File: src/rtl/uart1rx_pkg.sv
// Shared UART package: receiver/transmitter FSM state encoding.
// Imported by uart1rx (and by uart1tx elsewhere in the codebase).
package uart1rx_pkg;

  typedef enum logic [2:0] {
    IDLE  = 3'd0,
    START = 3'd1,
    DATA  = 3'd2,
    STOP  = 3'd3,
    BREAK = 3'd4
  } uart_state_t;

  localparam int unsigned UART_DATA_BITS = 8;

endpackage

File: src/rtl/uart1rx_sync2.sv
// sync2: two-flop synchronizer for a single asynchronous input.
// Ports:
//   clk   - destination clock
//   reset - asynchronous active-high reset, both flops load RESET_VALUE
//   d     - asynchronous input
//   q     - synchronized output (two clk edges of latency)
module sync2 #(
  parameter logic RESET_VALUE = 1'b1
) (
  input  logic clk,
  input  logic reset,
  input  logic d,
  output logic q
);

  logic meta;

  always_ff @(posedge clk or posedge reset) begin
    if (reset) begin
      meta <= RESET_VALUE;
      q    <= RESET_VALUE;
    end else begin
      meta <= d;
      q    <= meta;
    end
  end

endmodule

File: src/rtl/uart1rx.sv
// uart1rx: 8N1 UART receiver, LSB first, oversampled by CLOCK_DIV clk/bit.
// Ports:
//   clk             - sole clock, rising edge
//   reset           - asynchronous active-high reset
//   rx              - asynchronous serial line, idles high
//   data            - last correctly framed byte
//   interrupt       - level flag, new byte available
//   interrupt_clear - synchronous level clear of interrupt
// A byte with a bad stop bit is discarded and the FSM parks in BREAK until
// the line returns high. A good byte always overwrites data (overrun is
// silent) and a set of interrupt wins over a simultaneous clear.
module uart1rx
  import uart1rx_pkg::*;
#(
  parameter int CLOCK_DIV          = 16,
  parameter int CLOCK_COUNTER_BITS = 4
) (
  input  logic       clk,
  input  logic       reset,
  input  logic       rx,
  output logic [7:0] data,
  output logic       interrupt,
  input  logic       interrupt_clear
);

  localparam logic [CLOCK_COUNTER_BITS-1:0] CNT_HALF = CLOCK_COUNTER_BITS'(CLOCK_DIV/2 - 1);
  localparam logic [CLOCK_COUNTER_BITS-1:0] CNT_FULL = CLOCK_COUNTER_BITS'(CLOCK_DIV - 1);

  logic                          rxs;
  uart_state_t                   state;
  logic [CLOCK_COUNTER_BITS-1:0] counter;
  logic [2:0]                    bit_idx;
  logic [UART_DATA_BITS-1:0]     shift;

  sync2 #(.RESET_VALUE(1'b1)) u_sync (
    .clk   (clk),
    .reset (reset),
    .d     (rx),
    .q     (rxs)
  );

  always_ff @(posedge clk or posedge reset) begin
    if (reset) begin
      state     <= IDLE;
      counter   <= '0;
      bit_idx   <= '0;
      shift     <= '0;
      data      <= '0;
      interrupt <= 1'b0;
    end else begin
      // Clear first; a good stop bit later in this block overrides it.
      if (interrupt_clear) interrupt <= 1'b0;

      case (state)
        IDLE: begin
          if (!rxs) begin
            state   <= START;
            counter <= '0;
          end
        end

        START: begin
          if (counter == CNT_HALF) begin
            if (!rxs) begin
              state   <= DATA;
              counter <= '0;
              bit_idx <= '0;
            end else begin
              state <= IDLE;  // too short to be a start bit
            end
          end else begin
            counter <= counter + 1'b1;
          end
        end

        DATA: begin
          if (counter == CNT_FULL) begin
            shift[bit_idx] <= rxs;
            counter        <= '0;
            if (bit_idx == 3'd7) state <= STOP;
            else                 bit_idx <= bit_idx + 1'b1;
          end else begin
            counter <= counter + 1'b1;
          end
        end

        STOP: begin
          if (counter == CNT_FULL) begin
            counter <= '0;
            if (rxs) begin
              data      <= shift;
              interrupt <= 1'b1;
              state     <= IDLE;
            end else begin
              state <= BREAK;
            end
          end else begin
            counter <= counter + 1'b1;
          end
        end

        BREAK: begin
          if (rxs) state <= IDLE;
        end

        default: state <= IDLE;
      endcase
    end
  end

endmodule

File: config.mk
export PLATFORM = sky130hd
export DESIGN_NAME = uart1rx
export DESIGN_NICKNAME = d
export VERILOG_FILES = /design/src/rtl/uart1rx_pkg.sv /design/src/rtl/uart1rx_sync2.sv /design/src/rtl/uart1rx.sv
export SDC_FILE = /design/constraint.sdc
export NUM_CORES = 1
export LEC_CHECK = 0
export BUFFER_PORTS_ARGS = -buffer_cell sky130_fd_sc_hd__buf_2
export CAP_MARGIN = 20
export CORE_MARGIN = 3
export CORE_UTILIZATION = 55
export CTS_CLUSTER_SIZE = 14
export DETAILED_ROUTE_END_ITERATION = 10
export GPL_TIMING_DRIVEN = 0
export PLACE_DENSITY = 0.75
export SETUP_SLACK_MARGIN = 0.15
export SYNTH_ARGS = -nofsm -noshare
export SYNTH_HDL_FRONTEND = slang
export SYNTH_SLANG_ARGS = --single-unit
File: constraint.sdc
create_clock -name clk -period 2.46 [get_ports clk]
set_input_delay 0.738 -clock clk [delete_from_list [all_inputs] [get_ports clk]]
set_output_delay 0.738 -clock clk [all_outputs]
set_load 0.05 [all_outputs]
==> flow_summary.toml <==
[die]
fp.coreArea_mm2 = 0.00234
chipHeight_um = 56.9
start_util = 0.610
fp.dieArea_mm2 = 0.00324
die_w_um = 56.9
number_of_ports_placed_on_the_die_boundary = 13
row_count = 17

[routing]
wire_length_reported_by_the_detailed_router_mm = 2.46
route.detailed.drc = 0
detail_route.first_pass.iterations = 4
detail-route-antenna-nets = 0
detail_route.wl_per_cell_um = 14.5
routed-via-count = 978
avgViaCountPerCell = 5.75
initial_detailed_routing_violation_count = 17

[sta]
timing.final.crit_share = 0.827
final.setup.tns_ns = 0
hold_slack_ns = 0.362
skew_ns = 0.0190
worst_slew_pin_slew_ns = 0.390
hold_viol_final = 0
timing.final.max_slew_violations = 0
post-route-min-period_ns = 2.03
rsz0062_at_grt = "no"
slew_headroom = 0.738
max_freq_ghz = 0.491
finalSetupViolCount = 0

[setup_path]
path_class = "flip-flop to flip-flop"
setup.worst_path.start_class = "flip-flop"
worst-path-max-fanout = 9
cpLargestDelayFamily = "simple AND/OR/NAND/NOR gates"
cp.arrival_ns = 2.26
critical_path_buf_inv_count = 0
path_cells = "ha_1, ha_1, and4bb_1, a31oi_1, or3_4, mux2_4"
cp_common_cell = "ha_1"
cp_slowest_stage_delay_ns = 0.48
timing.critical_path.from = "bit_idx[0]"
worstReg2RegStart = "bit_idx[0]"
worst_ep_required_time_ns = 2.68
crit_slowest_cell = "dfrtp_1"
timing.critical_path.to_type = "flip-flop"

[placed_design]
place_area_mm2 = 0.00152
routabilityCongestion = 0.806
place.port_buffers = 12
hpwl_mm = 1.74

[hold_path]
hold_start = "u_sync.meta"
worst_hold_path_type = "flip-flop to flip-flop"

[power]
ir_worst_vdd_v = 0.000810
power.share.combinational = 0.339
power_per_cell_area_mw_per_mm2 = 852
clock_power_share = 0.218
total_power_mw = 1.37
switching_power_uw = 487
cellLeakagePower_nw = 0.785
p_seq_frac = 0.443
switching_share = 0.355
cellInternalPower_uw = 882

[cts]
cts_buffers = 5
cts.path.max_buffers = 2
htreeDepth = 2
cts_hold_repair.buffers = 0
worstSkewPairLatency_ns = 0.33
clock_transition_at_path_regs_ns = 0.10
cts_resized = 0
cts-root-buf = "clkbuf_4"
tritoncts = "built"
clock_sink_count = 29
post-cts-setup-buffers = 0

[final_layout]
fraction_of_final_layout_cells_with_drive_strength_greater_than_1 = 0.331
diodes = 0
finish.instance_area_mm2 = 0.00161
layout-area-overhead-vs-synth_pct = 12.7
nFillCells = 189
final_core_occ = 0.687
nets = 148

[synth]
number_of_flops_mapped_to_enable_cells_by_yosys = 0
synth-async-reset-ratio = 1.00
synth_flop_cell = "dfrtp_1"
mappedNetlistArea_mm2 = 0.00143
postSynthNetCount = 128
synthDistinctLibCells = 41
yosysWarnings = 0
yosys_register_bits = 29
seq_area_frac_synth = 0.511
avgSynthCellArea_um2 = 11.8
synthesis.instances = 121

[grt]
grt_antenna_before_repair = 0
grt_max_degree = 30
grt_pass1_wl_mm = 4.50
gr-total-overflow = 0
first_global_vias = 1024
grt_use_total = 0.179

[job]
max_cap_viol_count = 0

[outcome]
status = "finished, final reports clean"
## Yosys cell counts (2+ instances only)
cell | count | share of area
ha_1 | 3 | 0.026
nand3_1 | 4 | 0.014
clkbuf_1 | 2 | 0.0053
dfstp_2 | 2 | 0.037
nand3b_1 | 2 | 0.011
inv_1 | 4 | 0.011
nor2_1 | 11 | 0.029
nand2_1 | 6 | 0.016
o21ai_0 | 2 | 0.0070
mux2_2 | 16 | 0.13
nand2b_1 | 4 | 0.018
a22o_1 | 2 | 0.012
a21oi_1 | 4 | 0.014
nor3_1 | 4 | 0.014
buf_4 | 2 | 0.011
o22ai_1 | 2 | 0.0088
dfrtp_1 | 27 | 0.47
## power groups by stage
stage          registers (mW)  logic [mW]  clock network [mW]
2_1_floorplan           0.604       0.377                   0
3_3_place_gp            0.610       0.438                   0
3_5_place_dp            0.615       0.452                   0
4_1_cts                 0.605       0.457               0.307
5_1_grt                 0.619       0.518               0.328
6_report                0.607       0.464               0.299
## cell families after synthesis
logic type	count (synthesis)	synth area share
adder cells (fa/ha/maj)	3	0.0263
AND/OR/NAND/NOR	42	0.190
flip-flops	29	0.511
XOR/XNOR	1	0.00614
buffers and inverters	11	0.0412
multiplexers	18	0.144
AO/OA/AOI/OAI	17	0.0816
## through the flow
step / setup WS, ns / instances
2_1_floorplan: 0.587 / 121
4_1_cts: 0.421 / 169
3_3_place_gp: 0.486 / 161
3_5_place_dp: 0.463 / 161
5_1_grt: 0.310 / 170
6_report: 0.425 / 170
## path summary, 6_finish.rpt
| kind | endpoint | slack (ns) | cells after the start |
|---|---|---|---|
| worst max register to register | bit_idx[0] | 0.43 | 6 |
| worst min-delay path | u_sync.q | 0.36 | 0 |
| worst min register to register | u_sync.q | 0.36 | 0 |
| min in group asynchronous | bit_idx[2] | 0.37 | 2 |
| max in group asynchronous | u_sync.meta | 1.55 | 3 |
| worst max-delay path | bit_idx[0] | 0.43 | 6 |
## flip-flops by register name, summed over array words and instances (netlist names)
signal	count
u_sync.meta	1
interrupt	1
u_sync.q	1
state	3
bit_idx	3
shift	8
counter	4
data	8
## area by class of cell
class / instances / area, um2 / area share
Buffer: 7 / 43.8 / 0.0272
Clock buffer: 8 / 58.8 / 0.0366
Inverter: 4 / 15.0 / 0.00934
Multi-Input combinational cell: 81 / 639 / 0.398
Sequential cell: 29 / 728 / 0.453
Tap cell: 28 / 35.0 / 0.0218
Timing Repair Buffer: 13 / 87.6 / 0.0545
## per-layer routing
layer  track usage  share of wire
met2         0.266           0.46
met5             0              0
met4        0.0662          0.015
met1         0.238           0.47
met3        0.0667          0.053
## cell usage in the layout (no fill, tap or decap), types with 2 or more instances in the layout
master and n:
a21oi_1 4, a22o_1 2, buf_2 13, buf_4 2, clkbuf_1 4, clkbuf_4 5
dfrtp_1 27, dfstp_2 2, ha_1 3, inv_1 4, mux2_2 16, nand2_1 6
nand2b_1 4, nand3_1 4, nand3b_1 2, nor2_1 11, nor3_1 4, o21ai_0 2
o22ai_1 2
Power figures use the tool's default switching activity.
